[src/rtl/mult_m_seq_if.sv]
// Handshake and operand/result bundle for the sequential matrix multiplier.
// The master side issues operands and start; the slave side returns status and the result.
interface mult_m_seq_if #(
    parameter int N  = 5,
    parameter int EW = 8
);
    logic                start;
    logic [N*N*EW-1:0]   lin;
    logic [N*N*EW-1:0]   col;
    logic                busy;
    logic                done;
    logic [N*N*EW-1:0]   n_out;
    logic                ovf;

    modport master (
        output start, lin, col,
        input  busy, done, n_out, ovf
    );

    modport slave (
        input  start, lin, col,
        output busy, done, n_out, ovf
    );
endinterface

[src/rtl/mult_m_seq.sv]
// Sequential NxN signed matrix multiplier using one shared MAC per clock, with overflow reporting.
// Define MULT_M_SEQ_SAT_EN to saturate out-of-range result elements instead of wrapping them.
module mult_m_seq #(
    parameter int N  = 5,
    parameter int EW = 8
) (
    input  logic         clk,
    input  logic         rst,
    mult_m_seq_if.slave  bus
);
    localparam int AW = 2*EW + $clog2(N);
    localparam int IW = $clog2(N);
    localparam int MW = N*N*EW;

    typedef enum logic [1:0] {IDLE, CALC, DONE} state_t;

    state_t                stateQ, stateD;
    logic [MW-1:0]         linQ, linD;
    logic [MW-1:0]         colQ, colD;
    logic [MW-1:0]         nOutQ, nOutD;
    logic signed [AW-1:0]  accQ, accD;
    logic [IW-1:0]         iQ, iD;
    logic [IW-1:0]         jQ, jD;
    logic [IW-1:0]         kQ, kD;
    logic                  busyQ, busyD;
    logic                  doneQ, doneD;
    logic                  ovfQ, ovfD;

    logic [EW-1:0]         aElem;
    logic [EW-1:0]         bElem;
    logic signed [AW-1:0]  aExt;
    logic signed [AW-1:0]  bExt;
    logic signed [AW-1:0]  accNext;
    logic [AW-EW:0]        accTop;
    logic                  inRange;
    logic [EW-1:0]         elemVal;

    // Datapath: fetch A[i][k] and B[k][j], sign-extend to accumulator width and MAC.
    always_comb begin
        aElem   = linQ[(N*N-1-(int'(iQ)*N+int'(kQ)))*EW +: EW];
        bElem   = colQ[(N*N-1-(int'(kQ)*N+int'(jQ)))*EW +: EW];
        aExt    = {{(AW-EW){aElem[EW-1]}}, aElem};
        bExt    = {{(AW-EW){bElem[EW-1]}}, bElem};
        accNext = accQ + aExt * bExt;
        // The value fits in EW signed bits only if every bit above the EW-1 sign bit matches it.
        accTop  = accNext[AW-1:EW-1];
        inRange = (accTop == '0) || (accTop == '1);
`ifdef MULT_M_SEQ_SAT_EN
        if (inRange) begin
            elemVal = accNext[EW-1:0];
        end else if (accNext[AW-1]) begin
            elemVal = {1'b1, {(EW-1){1'b0}}};
        end else begin
            elemVal = {1'b0, {(EW-1){1'b1}}};
        end
`else
        elemVal = accNext[EW-1:0];
`endif
    end

    always_comb begin
        stateD = stateQ;
        linD   = linQ;
        colD   = colQ;
        nOutD  = nOutQ;
        accD   = accQ;
        iD     = iQ;
        jD     = jQ;
        kD     = kQ;
        busyD  = busyQ;
        doneD  = 1'b0;
        ovfD   = ovfQ;

        unique case (stateQ)
            IDLE: begin
                if (bus.start) begin
                    linD   = bus.lin;
                    colD   = bus.col;
                    accD   = '0;
                    iD     = '0;
                    jD     = '0;
                    kD     = '0;
                    ovfD   = 1'b0;
                    busyD  = 1'b1;
                    stateD = CALC;
                end
            end

            CALC: begin
                if (kQ != IW'(N-1)) begin
                    kD   = kQ + IW'(1);
                    accD = accNext;
                end else begin
                    nOutD[(N*N-1-(int'(iQ)*N+int'(jQ)))*EW +: EW] = elemVal;
                    accD = '0;
                    kD   = '0;
                    if (!inRange) begin
                        ovfD = 1'b1;
                    end
                    if (jQ != IW'(N-1)) begin
                        jD = jQ + IW'(1);
                    end else begin
                        jD = '0;
                        if (iQ != IW'(N-1)) begin
                            iD = iQ + IW'(1);
                        end else begin
                            iD     = '0;
                            busyD  = 1'b0;
                            doneD  = 1'b1;
                            stateD = DONE;
                        end
                    end
                end
            end

            DONE: begin
                stateD = IDLE;
            end

            default: begin
                stateD = IDLE;
            end
        endcase
    end

    always_ff @(posedge clk or negedge rst) begin
        if (!rst) begin
            stateQ <= IDLE;
            linQ   <= '0;
            colQ   <= '0;
            nOutQ  <= '0;
            accQ   <= '0;
            iQ     <= '0;
            jQ     <= '0;
            kQ     <= '0;
            busyQ  <= 1'b0;
            doneQ  <= 1'b0;
            ovfQ   <= 1'b0;
        end else begin
            stateQ <= stateD;
            linQ   <= linD;
            colQ   <= colD;
            nOutQ  <= nOutD;
            accQ   <= accD;
            iQ     <= iD;
            jQ     <= jD;
            kQ     <= kD;
            busyQ  <= busyD;
            doneQ  <= doneD;
            ovfQ   <= ovfD;
        end
    end

    assign bus.busy  = busyQ;
    assign bus.done  = doneQ;
    assign bus.n_out = nOutQ;
    assign bus.ovf   = ovfQ;
endmodule

[src/flat_wrapper.sv]
// flat-port wrapper written by rule: the top's interface ports become plain ports
module mult_m_seq_flat 
#(
    parameter int N  = 5,
    parameter int EW = 8
)
  (clk, rst, bus_start, bus_lin, bus_col, bus_busy, bus_done, bus_n_out, bus_ovf);
  mult_m_seq_if #(.N(N), .EW(EW)) bus_i ();
  input  logic clk;
  input  logic rst;
  input wire logic [$bits(bus_i.start)-1:0] bus_start;
  input wire logic [$bits(bus_i.lin)-1:0] bus_lin;
  input wire logic [$bits(bus_i.col)-1:0] bus_col;
  output wire logic [$bits(bus_i.busy)-1:0] bus_busy;
  output wire logic [$bits(bus_i.done)-1:0] bus_done;
  output wire logic [$bits(bus_i.n_out)-1:0] bus_n_out;
  output wire logic [$bits(bus_i.ovf)-1:0] bus_ovf;
  assign bus_i.start = bus_start;
  assign bus_i.lin = bus_lin;
  assign bus_i.col = bus_col;
  assign bus_busy = bus_i.busy;
  assign bus_done = bus_i.done;
  assign bus_n_out = bus_i.n_out;
  assign bus_ovf = bus_i.ovf;
  mult_m_seq #(.N(N), .EW(EW)) u_core (.clk(clk), .rst(rst), .bus(bus_i));
endmodule
[config.mk]
export PLATFORM = sky130hd
export DESIGN_NAME = mult_m_seq_flat
export DESIGN_NICKNAME = d
export VERILOG_FILES = /design/src/rtl/mult_m_seq_if.sv /design/src/rtl/mult_m_seq.sv /design/src/flat_wrapper.sv
export SDC_FILE = /design/constraint.sdc
export NUM_CORES = 2
export LEC_CHECK = 0
export ABC_CLOCK_PERIOD_IN_PS = 13300
export CORE_MARGIN = 1
export CORE_UTILIZATION = 53
export DETAILED_ROUTE_END_ITERATION = 6
export GPL_TIMING_DRIVEN = 1
export PLACE_DENSITY = 0.81
export SETUP_SLACK_MARGIN = 0.5
export SYNTH_ARGS = -nofsm -noshare
export SYNTH_HDL_FRONTEND = slang
export SYNTH_SLANG_ARGS = --single-unit
[constraint.sdc]
create_clock -name clk -period 13.3 [get_ports clk]
set_input_delay 1.995 -clock clk [delete_from_list [all_inputs] [get_ports clk]]
set_output_delay 1.995 -clock clk [all_outputs]
set_load 0.01 [all_outputs]
==> impl_results.md <==
* Num ports at 606
* Worst Hold Class: reg2reg
* Effective utilization at floorplan at 53.8%
* Most numerous cell in the Yosys netlist: nand2_1
* Placed Area at 39400 um2
* DR WL met3 at 6220 um
* Cell area after layout at 41800 um2
* Row count at 90
* Post-synthesis async set-or-reset flop share at 100%
* Yosys cell types at 74
* Buffers on Ports at 605
* Clk_skew at 28.0 ps
* R2r worst-path depth at 35
* Area leader, netlist: dfrtp_1
* Setup crit end: u_core.bus.ovf$_DFFE_PN0P_
* Detailed Routing Iterations Pass 1 at 6
* Crit. Startpoint: u_core.kQ[0]$_DFFE_PN0P_
* CP required at 13740 ps
* RR Endpoint: u_core.bus.ovf$_DFFE_PN0P_
* H-Tree Depth at 3
* Cell Count, Final, Fillers Out at 4713
* Die W at 250 um
* Critical path arrival at 11440 ps
* WL final at 98600 um
* Final Setup Violations at 0
* Die area at 62700 um2
* M1 wire length at 37500 um
* Uppermost routed layer: met5
* CTS Hold Buffers Added at 0
* Crit share post-route at 82.7%
* Die Y at 250 um
* Post-CTS sizing at 0
* Post-synthesis instance total at 3323
* Max frequency at 0.0909 GHz
* Kind of critical path: reg2reg
* Final Net Count at 4412
* Largest cells by area after synthesis: dfrtp_1, nand2_1, mux4_2, mux2_2, fa_1
* Clk sinks at 633
* Yosys reg bits at 633
* Avg Inst Size Synth at 9.84 um2
* DR vias at 26.6k
* Sequential fraction of the synthesis area at 48.5%
* Post-CTS setup buffer count at 0
* Most used DFF post-synth: dfrtp_1
* Final Hold Fails at 0
* Drt first-iter violations at 2306
* Largest net degree at the start of global routing at 211
* Placed insts at 4581
* Min Tclk post-route at 11000 ps
* DRT antenna net count at 0
* WL met2 at 48200 um
* Gr ovfl total at 0
* Unrepaired setup endpoints after global routing: false
* Post-synth net total at 3865
* Antenna violations before repair at 10
* Total CTS buffers at 69
* Share of layout cells above drive strength 1 at 12.5%
* Global-route wire length before repair at 153000 um
* Gpl congestion at 0.896
* Root buffer cell: clkbuf_16
* Worst Tran Pin Value at 1220 ps
* RR Startpoint: u_core.kQ[0]$_DFFE_PN0P_
* Crit-path max cell delay at 940 ps
* Avg WL per Cell at 20.9 um
* Number of global-route vias before repair at 27.2k
* CP Capture Type: flip-flop
* CORE AREA at 60700 um2
* Slew margin rel. at 18.7%
* Clock slew at reported path FFs at 60 ps
* Crit path max-delay cell type: ha_4
* Max Slew Vio Count at 0
* CP Launch Type: flip-flop
* Post-DR vias/cell at 5.64
* Max-cap violations at 0
* Total Routing Usage GR at 31.7%
* Worst-skew pair later-pin latency at 620 ps
* DRC Markers at 0
* Sum Neg Setup Slack at 0 ps
* Top cell type's share of synthesized area at 48.5%
* Max clock buf depth at 3
* Post-synth EDFFs at 0
* R2R Setup Slk at 2300 ps
* Status: complete, no violations
* CP Max Fanout at 50
* Synth-to-Final Area Change at 27.8%
* CTS tree: done
* Post-DP HPWL at 70900 um
* Cell Area, Synth at 32700 um2
* Commonest cells post-synth: nand2_1, dfrtp_1, nor2_1, mux2_2, inv_1
* Yosys warning total at 0
## critical path: cells and delay by family, from the launching register on
kind / cells / cell delay [ps]
AO/OA/AOI/OAI: 11 / 2270
multiplexers: 2 / 640
flip-flops: 1 / 460
buffers and inverters: 4 / 710
AND/OR/NAND/NOR: 8 / 1830
XOR/XNOR: 2 / 810
adder cells (fa/ha/maj): 8 / 4050
## routing by layer
metal | vias to the layer above | GRT usage (%)
met5 | - | 0
met4 | 8 | 19.6
met3 | 313 | 5.31
met2 | 1103 | 52.2
met1 | 13156 | 39.3
li1 | 12009 | -
## cell type report
cell class	count	area, um2
fillers	4480	18900
diodes	6	15.0
repair buffers	627	6260
flip-flops and latches	633	15800
clock inverters	32	380
inverters	143	537
multi-input cells	2396	15800
well taps	782	978
clock buffers	94	1980
## sequential cells by signal (all words and copies together), names as in the netlist
register	cells
u_core.jQ	3
u_core.accQ	19
u_core.bus.n_out	200
u_core.linQ	200
u_core.bus.done	1
u_core.colQ	200
u_core.bus.ovf	1
u_core.bus.busy	1
u_core.kQ	3
u_core.stateQ	2
u_core.iQ	3
## kinds of logic (layout without fill, tap and decap cells)
logic type      count (synthesis)  in the layout  share of synthesized area, %
fa+ha+maj                     140            140                          6.75
buf+inv                       294            896                          3.46
compound gates                183            183                          3.84
other cells                     0              6                             0
simple gates                 1716           1716                          21.8
xor+xnor                       41             41                          1.14
mux                           316            316                          14.6
flops                         633            633                          48.5
## worst min-delay path by stage
stage                                    to                          from  cells past startpoint  slack [ps]
2_1_floorplan  u_core.linQ[194]$_DFFE_PN0P_  u_core.linQ[194]$_DFFE_PN0P_                      2         440
3_3_place_gp   u_core.colQ[113]$_DFFE_PN0P_  u_core.colQ[113]$_DFFE_PN0P_                      2         450
3_5_place_dp    u_core.colQ[23]$_DFFE_PN0P_   u_core.colQ[23]$_DFFE_PN0P_                      2         460
4_1_cts         u_core.colQ[23]$_DFFE_PN0P_   u_core.colQ[23]$_DFFE_PN0P_                      2         470
5_1_grt        u_core.colQ[191]$_DFFE_PN0P_  u_core.colQ[191]$_DFFE_PN0P_                      2         490
6_report       u_core.colQ[114]$_DFFE_PN0P_  u_core.colQ[114]$_DFFE_PN0P_                      2         470
## per-stage QoR
stage / hold WS, ps / worst slack, ps / util (%)
3_5_place_dp: 457 / 2370 / 64.9
6_report: 471 / 2300 / 68.8
2_1_floorplan: 437 / 3720 / -
3_3_place_gp: 452 / 2680 / 64.9
5_1_grt: 486 / 1420 / 68.8
4_1_cts: 472 / 2360 / 68.8
## placed cells by master, fill, tap and decap left out, types with 22 or more instances in the layout
cell and instances:
a21oi_1 32, clkbuf_16 70, clkdlybuf4s50_1 604, dfrtp_1 633, fa_1 61, ha_1 75, inv_1 142, mux2_2 175
mux4_2 104, nand2_1 1311, nand3_1 37, nor2_1 215, nor3_1 33, o21ai_0 35, xnor2_1 22
Power is left out: the tool's default activity adds up to more than one toggle a clock period on the data nets, which glitch-free logic cannot reach.
